`src/rtl/i2c_txn_arbiter.sv`:
```
// i2c_txn_arbiter: round-robin sharing of one I2C master engine between NUM_REQ requesters.
// Define I2C_ARB_AUTOPOLL_EN to add an internal lowest-priority periodic read of address 7'h49.
module i2c_txn_arbiter #(
   parameter int unsigned NUM_REQ        = 4,
   parameter int unsigned GAP_CYCLES     = 16,
   parameter int unsigned TIMEOUT_CYCLES = 4095,
   parameter int unsigned POLL_PERIOD    = 800000
) (
   input  logic                    I2C_clock,
   input  logic                    reset_n,
   input  logic [NUM_REQ-1:0]      req,
   input  logic [7*NUM_REQ-1:0]    req_addr,
   input  logic [NUM_REQ-1:0]      req_rw,
   input  logic [16*NUM_REQ-1:0]   req_data,
   output logic [NUM_REQ-1:0]      done,
   output logic [NUM_REQ-1:0]      err,
   output logic [15:0]             rd_data,
   output logic                    m_ena,
   output logic [6:0]              m_addr,
   output logic                    m_rw,
   output logic [15:0]             m_data_wr,
   input  logic                    m_busy,
   input  logic [15:0]             m_data_rd,
   output logic                    arb_busy
`ifdef I2C_ARB_AUTOPOLL_EN
   ,
   output logic [15:0]             poll_data,
   output logic                    poll_valid
`endif
);

   localparam int unsigned RW   = $clog2(NUM_REQ);
   localparam int unsigned TMAX = (TIMEOUT_CYCLES > GAP_CYCLES) ? TIMEOUT_CYCLES : GAP_CYCLES;
   localparam int unsigned TW   = $clog2(TMAX + 1);

   if (NUM_REQ < 2 || NUM_REQ > 8 || GAP_CYCLES < 1 || TIMEOUT_CYCLES < 1 || POLL_PERIOD < 1) begin : g_bad_param
      $error("i2c_txn_arbiter: parameter out of range");
   end

   typedef enum logic [2:0] {
      S_IDLE,
      S_LAUNCH,
      S_RUN,
      S_DONE,
      S_GAP
   } state_t;

   state_t              state;
   logic [RW-1:0]       rr_ptr;
   logic [RW-1:0]       g_idx;
   logic                g_rw;
   logic [TW-1:0]       timer;
   logic                seen_low;
   logic                pick_vld;
   logic [RW-1:0]       pick_j;
   logic [RW-1:0]       cand;
   logic [NUM_REQ-1:0]  fin_onehot;
   logic [6:0]          addr_a [NUM_REQ];
   logic [15:0]         data_a [NUM_REQ];

`ifdef I2C_ARB_AUTOPOLL_EN
   localparam int unsigned PW        = $clog2(POLL_PERIOD + 1);
   localparam logic [6:0]  POLL_ADDR = 7'h49;
   logic          g_poll;
   logic          poll_pend;
   logic [PW-1:0] poll_timer;
`endif

   for (genvar i = 0; i < NUM_REQ; i++) begin : g_unpack
      assign addr_a[i] = req_addr[7*i +: 7];
      assign data_a[i] = req_data[16*i +: 16];
   end

   // Round-robin pick: first requester at or after rr_ptr, wrapping.
   always_comb begin
      pick_vld = 1'b0;
      pick_j   = '0;
      cand     = '0;
      for (int unsigned k = 0; k < NUM_REQ; k++) begin
         cand = RW'((32'(rr_ptr) + k) % NUM_REQ);
         if (!pick_vld && req[cand]) begin
            pick_vld = 1'b1;
            pick_j   = cand;
         end
      end
   end

   always_comb begin
      fin_onehot = NUM_REQ'(1) << g_idx;
`ifdef I2C_ARB_AUTOPOLL_EN
      if (g_poll) fin_onehot = '0;
`endif
   end

   always_ff @(posedge I2C_clock) begin
      if (!reset_n) begin
         state     <= S_IDLE;
         rr_ptr    <= '0;
         g_idx     <= '0;
         g_rw      <= 1'b0;
         timer     <= '0;
         seen_low  <= 1'b0;
         done      <= '0;
         err       <= '0;
         rd_data   <= '0;
         m_ena     <= 1'b0;
         m_addr    <= '0;
         m_rw      <= 1'b0;
         m_data_wr <= '0;
         arb_busy  <= 1'b0;
`ifdef I2C_ARB_AUTOPOLL_EN
         g_poll     <= 1'b0;
         poll_pend  <= 1'b0;
         poll_timer <= '0;
         poll_data  <= '0;
         poll_valid <= 1'b0;
`endif
      end else begin
         done <= '0;
         err  <= '0;
`ifdef I2C_ARB_AUTOPOLL_EN
         poll_valid <= 1'b0;
`endif
         case (state)
            S_IDLE: begin
               if (pick_vld) begin
                  g_idx     <= pick_j;
                  g_rw      <= req_rw[pick_j];
                  m_addr    <= addr_a[pick_j];
                  m_rw      <= req_rw[pick_j];
                  m_data_wr <= data_a[pick_j];
                  rr_ptr    <= (pick_j == RW'(NUM_REQ - 1)) ? '0 : pick_j + 1'b1;
                  m_ena     <= 1'b1;
                  timer     <= '0;
                  seen_low  <= 1'b0;
                  arb_busy  <= 1'b1;
                  state     <= S_LAUNCH;
`ifdef I2C_ARB_AUTOPOLL_EN
                  g_poll    <= 1'b0;
               end else if (poll_pend) begin
                  g_poll    <= 1'b1;
                  poll_pend <= 1'b0;
                  g_rw      <= 1'b1;
                  m_addr    <= POLL_ADDR;
                  m_rw      <= 1'b1;
                  m_data_wr <= '0;
                  m_ena     <= 1'b1;
                  timer     <= '0;
                  seen_low  <= 1'b0;
                  arb_busy  <= 1'b1;
                  state     <= S_LAUNCH;
`endif
               end
            end
            // Busy may still be high from a draining transaction; require a low first.
            S_LAUNCH: begin
               if (seen_low && m_busy) begin
                  m_ena <= 1'b0;
                  timer <= '0;
                  state <= S_RUN;
               end else if (timer == TW'(TIMEOUT_CYCLES - 1)) begin
                  m_ena <= 1'b0;
                  done  <= fin_onehot;
                  err   <= fin_onehot;
                  state <= S_DONE;
               end else begin
                  timer <= timer + 1'b1;
                  if (!m_busy) seen_low <= 1'b1;
               end
            end
            S_RUN: begin
               if (!m_busy) begin
                  done <= fin_onehot;
`ifdef I2C_ARB_AUTOPOLL_EN
                  if (g_poll) begin
                     poll_data  <= m_data_rd;
                     poll_valid <= 1'b1;
                  end else if (g_rw) begin
                     rd_data <= m_data_rd;
                  end
`else
                  if (g_rw) rd_data <= m_data_rd;
`endif
                  state <= S_DONE;
               end else if (timer == TW'(TIMEOUT_CYCLES - 1)) begin
                  done  <= fin_onehot;
                  err   <= fin_onehot;
                  state <= S_DONE;
               end else begin
                  timer <= timer + 1'b1;
               end
            end
            S_DONE: begin
               timer <= '0;
               state <= S_GAP;
            end
            S_GAP: begin
               if (timer == TW'(GAP_CYCLES - 1)) begin
                  arb_busy <= 1'b0;
                  state    <= S_IDLE;
               end else begin
                  timer <= timer + 1'b1;
               end
            end
            default: begin
               m_ena    <= 1'b0;
               arb_busy <= 1'b0;
               state    <= S_IDLE;
            end
         endcase
`ifdef I2C_ARB_AUTOPOLL_EN
         // A period expiring while a poll is pending just keeps it pending.
         if (poll_timer == PW'(POLL_PERIOD - 1)) begin
            poll_timer <= '0;
            poll_pend  <= 1'b1;
         end else begin
            poll_timer <= poll_timer + 1'b1;
         end
`endif
      end
   end

endmodule

```
`config.mk`:
```
export PLATFORM = sky130hd
export DESIGN_NAME = i2c_txn_arbiter
export DESIGN_NICKNAME = d
export VERILOG_FILES = /design/src/rtl/i2c_txn_arbiter.sv
export SDC_FILE = /design/constraint.sdc
export NUM_CORES = 1
export LEC_CHECK = 0
export ABC_CLOCK_PERIOD_IN_PS = 1900
export BUFFER_PORTS_ARGS = -buffer_cell sky130_fd_sc_hd__buf_2
export CORE_ASPECT_RATIO = 1.75
export CORE_MARGIN = 2
export CORE_UTILIZATION = 42
export CTS_CLUSTER_SIZE = 14
export DETAILED_ROUTE_END_ITERATION = 8
export GPL_ROUTABILITY_DRIVEN = 0
export PLACE_DENSITY = 0.8
export SLEW_MARGIN = 20
export SYNTH_ARGS = -nofsm -noshare
export SYNTH_HDL_FRONTEND = slang
export SYNTH_SLANG_ARGS = --single-unit
```
`constraint.sdc`:
```
create_clock -name I2C_clock -period 1.9 [get_ports I2C_clock]
set_input_delay 0.38 -clock I2C_clock [delete_from_list [all_inputs] [get_ports I2C_clock]]
set_output_delay 0.38 -clock I2C_clock [all_outputs]
set_load 0.05 [all_outputs]
```
# [After elaboration in Yosys (flattened, before gate mapping)]
# Index checks and enable logic that the tools add are counted.
[word_totals] regBits=70 latchBits=0 ramBits=0 mem_count=0 mem_bits_ro=0 in_bits=119
[op_classes] bitwise_logic=4 div=0 shifts=1 eq_ne=15 reduce_logical=19 n_mul=0 addsub=5 n_mux=54 order_cmp=6
[op_table] cell="two-way mux 12 bit" n=5
[op_table] cell="case mux 12 bit (5 select lines)" n=1
[op_table] cell="binary-select mux 16 bit (select 2 bit)" n=1
[op_table] cell="two-way mux 16 bit" n=2
[op_table] cell="two-way mux 1 bit" n=17
[op_table] cell="two-way mux 4 bit" n=4
[op_table] cell="case mux 4 bit (2 select lines)" n=2
[op_table] cell="< comparator 2 x 3 -> 1 bit, second input constant" n=5
[op_table] cell="two-way mux 3 bit" n=5
[op_table] cell="case mux 3 bit (5 select lines)" n=1
[op_table] cell="binary-select mux 7 bit (select 2 bit)" n=1
[op_table] cell="two-way mux 7 bit" n=2
[op_table] cell="!= test 2 bit, second input constant" n=7
[op_table] cell="adder 12 x 1 -> 12 bit, second input constant" n=1
[op_table] cell="== test 12 bit, second input constant" n=1
[op_table] cell="== test 12 x 4 -> 1 bit, second input constant" n=1
[op_table] cell="binary-select mux 1 bit (select 2 bit)" n=5
[op_table] cell="two-way mux 2 bit" n=5
[op_table] cell="AND reduction 3 bit" n=3
[op_table] cell="== test 3 x 2 -> 1 bit, second input constant" n=2
[op_table] cell="case mux 1 bit (3 select lines)" n=2
[op_table] cell="OR reduction 3 bit" n=2
[op_table] cell="AND reduction 5 bit" n=1
[op_table] cell="nonzero test 5 bit" n=1
[op_table] cell="17 further kinds" n=27

# [Depth between registers and ports, before layout]
# Gate-level depths: netlist (run 1).
[logic_depth] ltp_word=16 mapped_depth=8

# [Least setup slack after synthesis (run 1)]
# OpenSTA, ideal clock, no wires.
[synth_path] path_type="input-to-reg" from="input port req[0]" to="register timer[2]" arrival_time_ns=1.797 path_slack_ns=-0.017 setup_time_ns=0.120 stages=6 required_time_ns=1.780 cell_sequence="or4_1 o221ai_2 or3_1 buf_6 a21oi_1 a211o_1"
[synth_via] elab_chain_len=14
[synth_lines] element="start: declaration" line="11" text="input logic [NUM_REQ-1:0] req,"
[synth_lines] element="binary-select mux 1 bit (select 2 bit)" line="81" text="if (!pick_vld && req[cand]) begin"
[synth_lines] element="two-way mux 1 bit (not written as such)" line="81"
[synth_lines] element="two-way mux 1 bit" line="81"
[synth_lines] element="logical NOT 1 bit" line="81"
[synth_lines] element="logical AND 1 bit" line="81"
[synth_lines] element="two-way mux 1 bit" line="81"
[synth_lines] element="logical NOT 1 bit" line="81"
[synth_lines] element="logical AND 1 bit" line="81"
[synth_lines] element="two-way mux 1 bit" line="81"
[synth_lines] element="logical NOT 1 bit" line="81"
[synth_lines] element="logical AND 1 bit" line="81"
[synth_lines] element="two-way mux 1 bit *" line="81"
[synth_lines] element="!= test 2 bit (no line) *"
[synth_lines] element="AND reduction 4 bit (no line) *"
[synth_lines] element="end signal: assignment" line="167" text="timer <= timer + 1'b1;"
[synth_lines] element="end signal: assignment" line="190" text="timer <= timer + 1'b1;"
[synth_lines] element="end signal: assignment" line="202" text="timer <= timer + 1'b1;"
[synth_lines] element="end: declaration" line="52" text="logic [TW-1:0] timer;"
# Mark *: on every way between the ends. The rest lies on a longest branch, timed or not. The select of a mux whose other input is x is not followed.
# A chain may end at the register's enable or synchronous reset.

# [Worst setup path in the final report (run 1)]
[layout_path] from="register timer[4]" to="register timer[2]"
[layout_via] elab_chain_len=4
[layout_lines] element="== test 12 bit" line="161, 185"
[layout_lines] element="two-way mux 12 bit"
[layout_lines] element="two-way mux 12 bit, on equally long branches"
[layout_lines] element="case mux 12 bit (5 select lines)"
# Several ways; a longest one is shown, not always the timed one. The select of a mux whose other input is x is not followed.

==> metrics.yaml, run 1 <==
wl_per_cell_um: 17.7
synth_area_um2: 3510
ir_drop_uv: 692
drt-vias-per-instance: 5.81
cellPowerDensity_nw_per_um2: 854
crit_path_start_kind: "flip-flop"
place_inst: 686
grt.total_usage_pct: 26.5
clock-sinks: 70
final_antenna_net_count: 0
n_antenna_cell: 0
fmax_mhz: 501
final_util_pct: 66.1
post-route-period-util_pct: 105
rsz0062_at_grt: "true"
end_kind: "flip-flop"
cp-endpoint: "timer[2]$_SDFFE_PN0P_"
hp-class: "input pin to flip-flop"
initial_core_util_pct: 42.8
violations: "setup timing"
synth-xor-area-share_pct: 0.499
synth_top_area_share_pct: 40.0
ys_seq_area_share_pct: 40.0
timing.rr.end: "timer[2]$_SDFFE_PN0P_"
worstMarginPinSlew_ns: 0.500
drt-pass1-iter-count: 5
startpoint: "timer[4]$_SDFFE_PN0P_"
antenna_found_initial: 0
skew_ns: 0.00501
fin_cells: 714
dieArea_um2: 9130
layout.nets: 739
finalSetupViolations: 12
io_pins: 169
cts_root_buf: "clkbuf_16"
relSlewSlack_pct: 66.4
yosys.area.top_type: "dfxtp_1"
ys_types: 53
synth_compound_area_share_pct: 20.2
synth_ff_type: "dfxtp_1"
cp_max_fo: 5
hold_viol: 0
r2r_cells: 6
timing.final.max_slew_violations: 0
clk_latency_ns: 0.33
final.setup.worst_slack_ns: -0.0976
drt_iter0_drc: 357
synthSimpleGateAreaFrac_pct: 20.4
wl_um: 12600
synthMuxAreaShare_pct: 14.0
ys_top_cells_by_area: "dfxtp_1 (40%), mux2i_1 (14%), o221ai_1 (6.0%)"
fillers: 611
synth_edf_count: 0
slowest_delay_ns: 0.55
dp_hpwl_um: 8830
timing.max_cap.violations: 0
cts_tree: "yes"
slowest_stage: "or4_4"
crit_buf_inv: 1
cts_buffer_depth: 2
portBuffers: 168
grt_max_degree: 32
cp.required_ns: 2.12
outcome: "finished with violations"
r2r_start: "timer[4]$_SDFFE_PN0P_"
synth_top_family_by_area: "simple AND/OR/NAND/NOR gates"
grt_overflow: 0
leakage_nw: 2.50
placementRows: 44
cp.arrival_ns: 2.22
vias: 4145
async_flop_share_pct: 0
syn_inst: 400
path_clk_slew_ns: 0.06
synth_seq_cells: 70
grt_pass1_vias: 4163
rrSetupSlack_ns: -0.1
syn_to_final_growth_pct: 54.5
grt_pass1_wl_um: 19000
cpLargestDelayFamily: "simple AND/OR/NAND/NOR gates"
core_area_um2: 8200
fin_crit_ns: 2.00
drive_above_1_share_pct: 48.1
cp.depth: 6
syn_nets: 521
die_x_um: 73.1
die_h_um: 125
syn_avg_cell_area_um2: 8.77
numCtsBuffers: 9
drc: 0
crit_type: "flip-flop to flip-flop"
yosys_warnings: 0
synth_adder_area_share_pct: 0.714
worstPathCellList: "or4_4 -> nor4_4 -> buf_4 -> or3_4 -> nor3b_1 -> a211o_1"
h-tree-depth: 3
[cell families (layout without fill, tap and decap cells)]
kind of cell / count (synthesis) / count (layout)
XOR/XNOR: 2 / 2
buffers and inverters: 32 / 253
flip-flops: 70 / 70
AND/OR/NAND/NOR: 144 / 145
adder cells (fa/ha/maj): 2 / 2
AO/OA/AOI/OAI: 101 / 101
multiplexers: 49 / 49
[cell usage after synthesis, types with 2 or more instances]
cell type	instances
a21o_1	2
a21oi_1	34
a31o_2	2
a31oi_1	4
and2_1	3
and3_1	2
and4_1	2
buf_2	8
buf_6	2
clkbuf_1	16
dfxtp_1	70
ha_1	2
inv_1	5
mux2i_1	49
nand2_1	49
nand2b_1	7
nand3_1	28
nand4_1	3
nor2_1	19
nor3_1	10
o21a_1	3
o21ai_0	10
o221a_2	2
o221ai_1	24
o22a_1	3
o22ai_1	3
o31ai_1	2
or3_1	6
or4_1	6
[state kept, by name, summed over array words and instances, names as in the netlist, 2 cells and up]
name	count
m_data_wr	16
m_addr	7
rd_data	16
timer	12
err	4
g_idx	2
done	4
rr_ptr	2
state	3
[what timing repair did]
item                                    in CTS  in global routing
buffers inserted                             3                  9
cloned                                       0                  1
hold endpoints to repair                     0                  0
hold buffers                                 0                  0
resized for setup                           19                 44
pin swaps                                    7                 18
endpoints found under the setup margin      23                 60
[power breakdown]
group / total (mW) / leakage, nW / switching, mW / internal [mW]
combinational: 1.29 / 1.79 / 0.792 / 0.500
clock: 1.67 / 0.135 / 0.624 / 1.05
sequential: 1.67 / 0.576 / 0.0825 / 1.58
[per-layer routing]
| layer | part of all wire [%] | vias up | track usage, % |
|---|---|---|---|
| met3 | 6.6 | 61 | 4.61 |
| met4 | 5.6 | 0 | 15.3 |
| met5 | 0 | - | 0 |
| met2 | 52 | 232 | 47.2 |
| li1 | - | 1927 | - |
| met1 | 36 | 1925 | 27.7 |
[cell type report]
class                   count  area, µm²  area share [%]
flip-flops and latches     70       1420            26.2
repair buffers            233       1400            25.9
multi-input cells         299       2170            40.1
clock buffers              12        246            4.55
well taps                  92        115            2.12
clock inverters             3       45.0           0.831
inverters                   5       18.8           0.346
[placed cells by master, fill, tap and decap left out, types with 7 or more instances in the layout]
master,synthesis,layout
buf_2,8,169
dfxtp_1,70,61
o221ai_1,24,24
nand3_1,28,27
buf_4,1,55
mux2i_1,49,49
dfxtp_2,0,7
a21oi_1,34,30
nand2_1,49,49
nor2_1,19,17
nand2b_1,7,7
clkbuf_16,0,9
[worst reg2reg max path, stage by stage, from the launching register on]
cell and delay (ns):
dfxtp_2 0.32, or4_4 0.55, nor4_4 0.36, buf_4 0.20, or3_4 0.16, nor3b_1 0.07, a211o_1 0.23
[worst min-delay path by stage]
stage / startpoint / to / depth (start not counted) / slack, ns
after floorplan: timer[7]$_SDFFE_PN0P_ / timer[7]$_SDFFE_PN0P_ / 1 / 0.47
after global placement: rd_data[10]$_SDFFE_PN0P_ / rd_data[10]$_SDFFE_PN0P_ / 2 / 0.44
after detailed placement: rd_data[11]$_SDFFE_PN0P_ / rd_data[11]$_SDFFE_PN0P_ / 2 / 0.44
after CTS: m_data_rd[8] / rd_data[8]$_SDFFE_PN0P_ / 3 / 0.28
after global routing: m_data_rd[0] / rd_data[0]$_SDFFE_PN0P_ / 3 / 0.29
final: m_data_rd[8] / rd_data[8]$_SDFFE_PN0P_ / 3 / 0.29
[per-stage QoR]
step | hold slack (ns) | setup TNS, ns | setup slack (ns) | power (mW) | area (µm²)
6_report | 0.285 | -0.547 | -0.0976 | 4.63 | 5420
5_1_grt | 0.288 | -1.37 | -0.146 | 4.78 | 5420
4_1_cts | 0.282 | -0.421 | -0.0930 | 4.59 | 5200
3_5_place_dp | 0.444 | -2.95 | -0.242 | 2.92 | 4800
3_3_place_gp | 0.440 | -2.20 | -0.206 | 2.89 | 4800
2_1_floorplan | 0.467 | -0.0137 | -0.0137 | 2.49 | 3510
No activity file was read; power rests on OpenSTA's default activity.
==> run 2: changes to the inputs <==
--- a/config.mk
+++ b/config.mk
@@ -14,6 +14,7 @@
 export DETAILED_ROUTE_END_ITERATION = 8
 export GPL_ROUTABILITY_DRIVEN = 0
 export PLACE_DENSITY = 0.8
+export SKIP_CTS_REPAIR_TIMING = 1
 export SLEW_MARGIN = 20
 export SYNTH_ARGS = -nofsm -noshare
 export SYNTH_HDL_FRONTEND = slang
==> metrics.yaml, run 2 (synthesized netlist as in run 1, its figures left out) <==
cts_tree: "yes"
numCtsBuffers: 9
antenna_found_initial: 0
grt_pass1_wl_um: 18600
r2r_start: "timer[0]$_SDFFE_PN0P_"
worstMarginPinSlew_ns: 0.604
skew_ns: 0.00522
switchingPower_mw: 1.49
min_to: "rd_data[8]$_SDFFE_PN0P_"
fin_cells: 705
cp_max_fo: 4
r2r_cells: 8
relSlewSlack_pct: 59.7
mostFrequentLayoutCell: "buf_2"
ir_drop_uv: 709
violations: "setup timing"
final_antenna_net_count: 0
crit_type: "flip-flop to flip-flop"
leakage_nw: 2.43
grt_overflow: 0
cts_root_buf: "clkbuf_16"
syn_to_final_growth_pct: 50.4
dieArea_um2: 9130
initial_core_util_pct: 42.8
crit_path_start_kind: "flip-flop"
placementRows: 44
rsz0062_at_grt: "true"
outcome: "finished with violations"
io_pins: 169
drt-vias-per-instance: 5.88
drt-pass1-iter-count: 5
fin_crit_ns: 2.07
hold-path-cell-count: 3
final_area_um2: 5270
die_x_um: 73.1
vias: 4147
worstPathCellList: "inv_4 -> ha_4 -> nand4_1 -> or3_4 -> or3_4 -> buf_6 -> a21oi_2 -> a211o_1"
hp-start: "m_data_rd[8]"
core_area_um2: 8200
timing.rr.end: "timer[2]$_SDFFE_PN0P_"
slowest_stage: "or3_4"
die_h_um: 125
cpLargestDelayFamily: "simple AND/OR/NAND/NOR gates"
timing.max_cap.violations: 0
tns_ns: -1.06
grt_max_degree: 32
design_power_total_mw: 4.61
p_seq_share_pct: 36.2
place_inst: 686
fmax_mhz: 484
top_regs: "m_data_wr (16), rd_data (16), timer (12)"
rrSetupSlack_ns: -0.17
cellPowerDensity_nw_per_um2: 874
holdWs_ns: 0.286
end_kind: "flip-flop"
post-route-period-util_pct: 109
grt_pass1_vias: 4119
drt_iter0_drc: 338
pre_cts_slack_ns: -0.242
fillers: 636
wl_per_cell_um: 17.3
p_clk_share_pct: 36.1
dp_hpwl_um: 8830
swShare_pct: 32.2
final_cell_mix: "buf_2 (168), dfxtp_1 (66), buf_4 (50), nand2_1 (49), mux2i_1 (49)"
final.setup.worst_slack_ns: -0.165
portBuffers: 168
drc: 0
cts_buffer_depth: 2
timing.final.max_slew_violations: 0
finalSetupViolations: 15
crit_buf_inv: 2
grt.total_usage_pct: 25.9
layout.nets: 730
h-tree-depth: 3
hold_viol: 0
cp.required_ns: 2.18
slowest_delay_ns: 0.47
cp.arrival_ns: 2.34
hp-class: "input pin to flip-flop"
wl_um: 12200
n_antenna_cell: 0
intPower_mw: 3.12
drive_above_1_share_pct: 45.5
pwr-share-comb_pct: 27.7
dpl_cell_area_um2: 4800
path_common_cell: "or3_4"
clk_latency_ns: 0.33
clock-sinks: 70
path_clk_slew_ns: 0.06
final_util_pct: 64.3
==> run 2: cell count changes in the layout (fill, tap and decap cells not counted), moves of 3 or more <==
cell     before  now
buf_4        55   50
buf_6         4    1
o21ai_0       5    9
dfxtp_1      61   66
dfxtp_2       7    3
==> run 2: final cells by class <==
type                            instances  area [µm²]  area share [%]
Timing Repair Buffer                  224        1330            25.2
Tap cell                               92         115            2.18
Clock inverter                          3        45.0           0.854
Sequential cell                        70        1410            26.7
Clock buffer                           12         246            4.67
Inverter                                5        21.3           0.403
Multi-Input combinational cell        299        2110            40.0
==> run 2: worst min-delay path: cells and delay by family <==
kind,cells,cell delay [ns]
buf+inv,1,0.10
compound gates,1,0.05
simple gates,1,0.05
==> run 2: power by group through the flow <==
stage	logic (mW)	clock network, mW	registers, mW
floorplan	0.489	0	2.00
global placement	1.21	0	1.68
detailed placement	1.23	0	1.69
CTS	1.24	1.68	1.66
global route	1.35	1.74	1.68
finish	1.28	1.66	1.67
==> run 2: worst max-delay path by stage <==
stage,from,to,slack [ns],cells after the start
floorplan,timer[5]$_SDFFE_PN0P_,timer[2]$_SDFFE_PN0P_,-0.01,6
global placement,timer[0]$_SDFFE_PN0P_,timer[6]$_SDFFE_PN0P_,-0.21,8
detailed placement,timer[0]$_SDFFE_PN0P_,timer[6]$_SDFFE_PN0P_,-0.24,8
CTS,timer[0]$_SDFFE_PN0P_,timer[6]$_SDFFE_PN0P_,-0.26,8
global route,timer[0]$_SDFFE_PN0P_,timer[2]$_SDFFE_PN0P_,-0.22,8
finish,timer[0]$_SDFFE_PN0P_,timer[2]$_SDFFE_PN0P_,-0.17,8
==> run 2: metal layers <==
metal | track usage [%] | share of wire, % | up-vias
li1 | - | - | 1920
met1 | 27.2 | 36 | 1895
met2 | 45.9 | 52 | 273
met3 | 4.69 | 6.9 | 59
met4 | 14.9 | 4.9 | 0
met5 | 0 | 0 | -
==> run 3: changes to the inputs <==
--- a/config.mk
+++ b/config.mk
@@ -14,6 +14,7 @@
 export DETAILED_ROUTE_END_ITERATION = 8
 export GPL_ROUTABILITY_DRIVEN = 0
 export PLACE_DENSITY = 0.8
+export SETUP_SLACK_MARGIN = 0.02
 export SKIP_CTS_REPAIR_TIMING = 1
 export SLEW_MARGIN = 20
 export SYNTH_ARGS = -nofsm -noshare
==> metrics.yaml, run 3 (synthesized netlist as in run 1, its figures left out) <==
regArea_um2: 1420
final_antenna_net_count: 0
dieArea_um2: 9130
numCtsBuffers: 9
grt.total_usage_pct: 26.5
drive_above_1_share_pct: 46.9
portBuffers: 168
cts_buffer_depth: 2
fillers: 672
fin_cells: 712
timing.final.max_slew_violations: 0
wl_um: 12200
grt_overflow: 0
grt_pass1_vias: 4103
multi_input_area_um2: 2120
hp-class: "input pin to flip-flop"
top_regs: "m_data_wr (16), rd_data (16), timer (12)"
fmax_mhz: 492
slowest_stage: "or3_4"
cellPowerDensity_nw_per_um2: 848
hold_viol: 0
clk_latency_ns: 0.33
rsz0062_at_grt: "true"
die_h_um: 125
syn_to_final_growth_pct: 51.9
end_kind: "flip-flop"
crit_path_start_kind: "flip-flop"
cp.required_ns: 2.17
vias: 4137
antenna_found_initial: 0
h-tree-depth: 3
final_cell_mix: "buf_2 (168), dfxtp_1 (64), buf_4 (56), nand2_1 (49), mux2i_1 (49)"
io_pins: 169
drt-pass1-iter-count: 5
dp_hpwl_um: 9070
crit_type: "flip-flop to flip-flop"
ir_drop_uv: 504
n_antenna_cell: 0
grt_max_degree: 26
wl_per_cell_um: 17.1
cts_root_buf: "clkbuf_16"
outcome: "finished with violations"
pre_cts_slack_ns: -0.192
core_area_um2: 8200
die_x_um: 73.1
path_clk_slew_ns: 0.06
cts_tree: "yes"
timing.max_cap.violations: 0
drt-vias-per-instance: 5.81
relSlewSlack_pct: 67.2
violations: "setup timing"
skew_ns: 0.00891
placementRows: 44
path_common_cell: "or3_4"
final.setup.worst_slack_ns: -0.133
mostFrequentLayoutCell: "buf_2"
drc: 0
fin_crit_ns: 2.03
drt_iter0_drc: 166
slowest_delay_ns: 0.44
worstPathCellList: "inv_2 -> ha_4 -> nand4_1 -> or3_4 -> or3_4 -> buf_6 -> a21oi_2 -> a211o_1"
cp.arrival_ns: 2.30
cp_max_fo: 4
clock-sinks: 70
leakage_nw: 2.44
post-route-period-util_pct: 107
layout.nets: 736
worstMarginPinSlew_ns: 0.492
initial_core_util_pct: 42.8
finalSetupViolations: 10
place_inst: 693
rrSetupSlack_ns: -0.13
grt_pass1_wl_um: 19000
==> run 3: cell types whose count changed in the layout (fill, tap and decap cells not counted), sizes merged <==
cell,change
buf,+7
bufinv,-1
clkbuf,-1
clkinv,+4
clkinvlp,-1
or3,-1
==> run 3: final timing paths <==
| path | start | to | cells past startpoint |
|---|---|---|---|
| setup / recovery | timer[0]$_SDFFE_PN0P_ | timer[2]$_SDFFE_PN0P_ | 8 |
| hold / removal | m_data_rd[4] | rd_data[4]$_SDFFE_PN0P_ | 3 |
| setup reg to reg | timer[0]$_SDFFE_PN0P_ | timer[2]$_SDFFE_PN0P_ | 8 |
| hold reg to reg | rd_data[1]$_SDFFE_PN0P_ | rd_data[1]$_SDFFE_PN0P_ | 2 |
==> run 3: layer usage <==
metal  GRT usage, %  vias to the layer above  wire [µm]
li1               -                     1930          -
met1           26.0                     1945       4240
met2           48.5                      211       6670
met3           5.02                       51        627
met4           16.1                        0        641
met5              0                        -          0
==> run 3: critical path: cells and delay by family (launching register included) <==
family / cells / cell delay, ns
adder cells (fa/ha/maj): 1 / 0.12
buffers and inverters: 2 / 0.20
flip-flops: 1 / 0.36
AO/OA/AOI/OAI: 2 / 0.27
AND/OR/NAND/NOR: 3 / 1.02
==> run 3: per-stage QoR <==
stage / utilization, % / power (mW) / hold WS, ns / TNS, ns / area [µm²]
CTS: 62.6 / 4.51 / 0.274 / -1.19 / 5130
global route: 64.9 / 4.72 / 0.278 / -1.16 / 5330
finish: 64.9 / 4.51 / 0.282 / -0.535 / 5330
global placement: 59.2 / 2.92 / 0.440 / -1.00 / 4860
detailed placement: 59.2 / 2.95 / 0.444 / -2.33 / 4860
floorplan: - / 2.49 / 0.467 / 0 / 3520
==> run 3: layout make-up <==
class / instances / area share (%)
Clock buffer: 11 / 4.56
Clock inverter: 5 / 0.658
Inverter: 5 / 0.352
Multi-Input combinational cell: 298 / 39.8
Sequential cell: 70 / 26.6
Tap cell: 92 / 2.16
Timing Repair Buffer: 231 / 25.8
==> run 3: power breakdown <==
group / internal [mW] / switching, mW / leakage [nW]
clock: 0.919 / 0.642 / 0.135
combinational: 0.513 / 0.774 / 1.73
sequential: 1.58 / 0.0847 / 0.575
total: 3.01 / 1.50 / 2.44
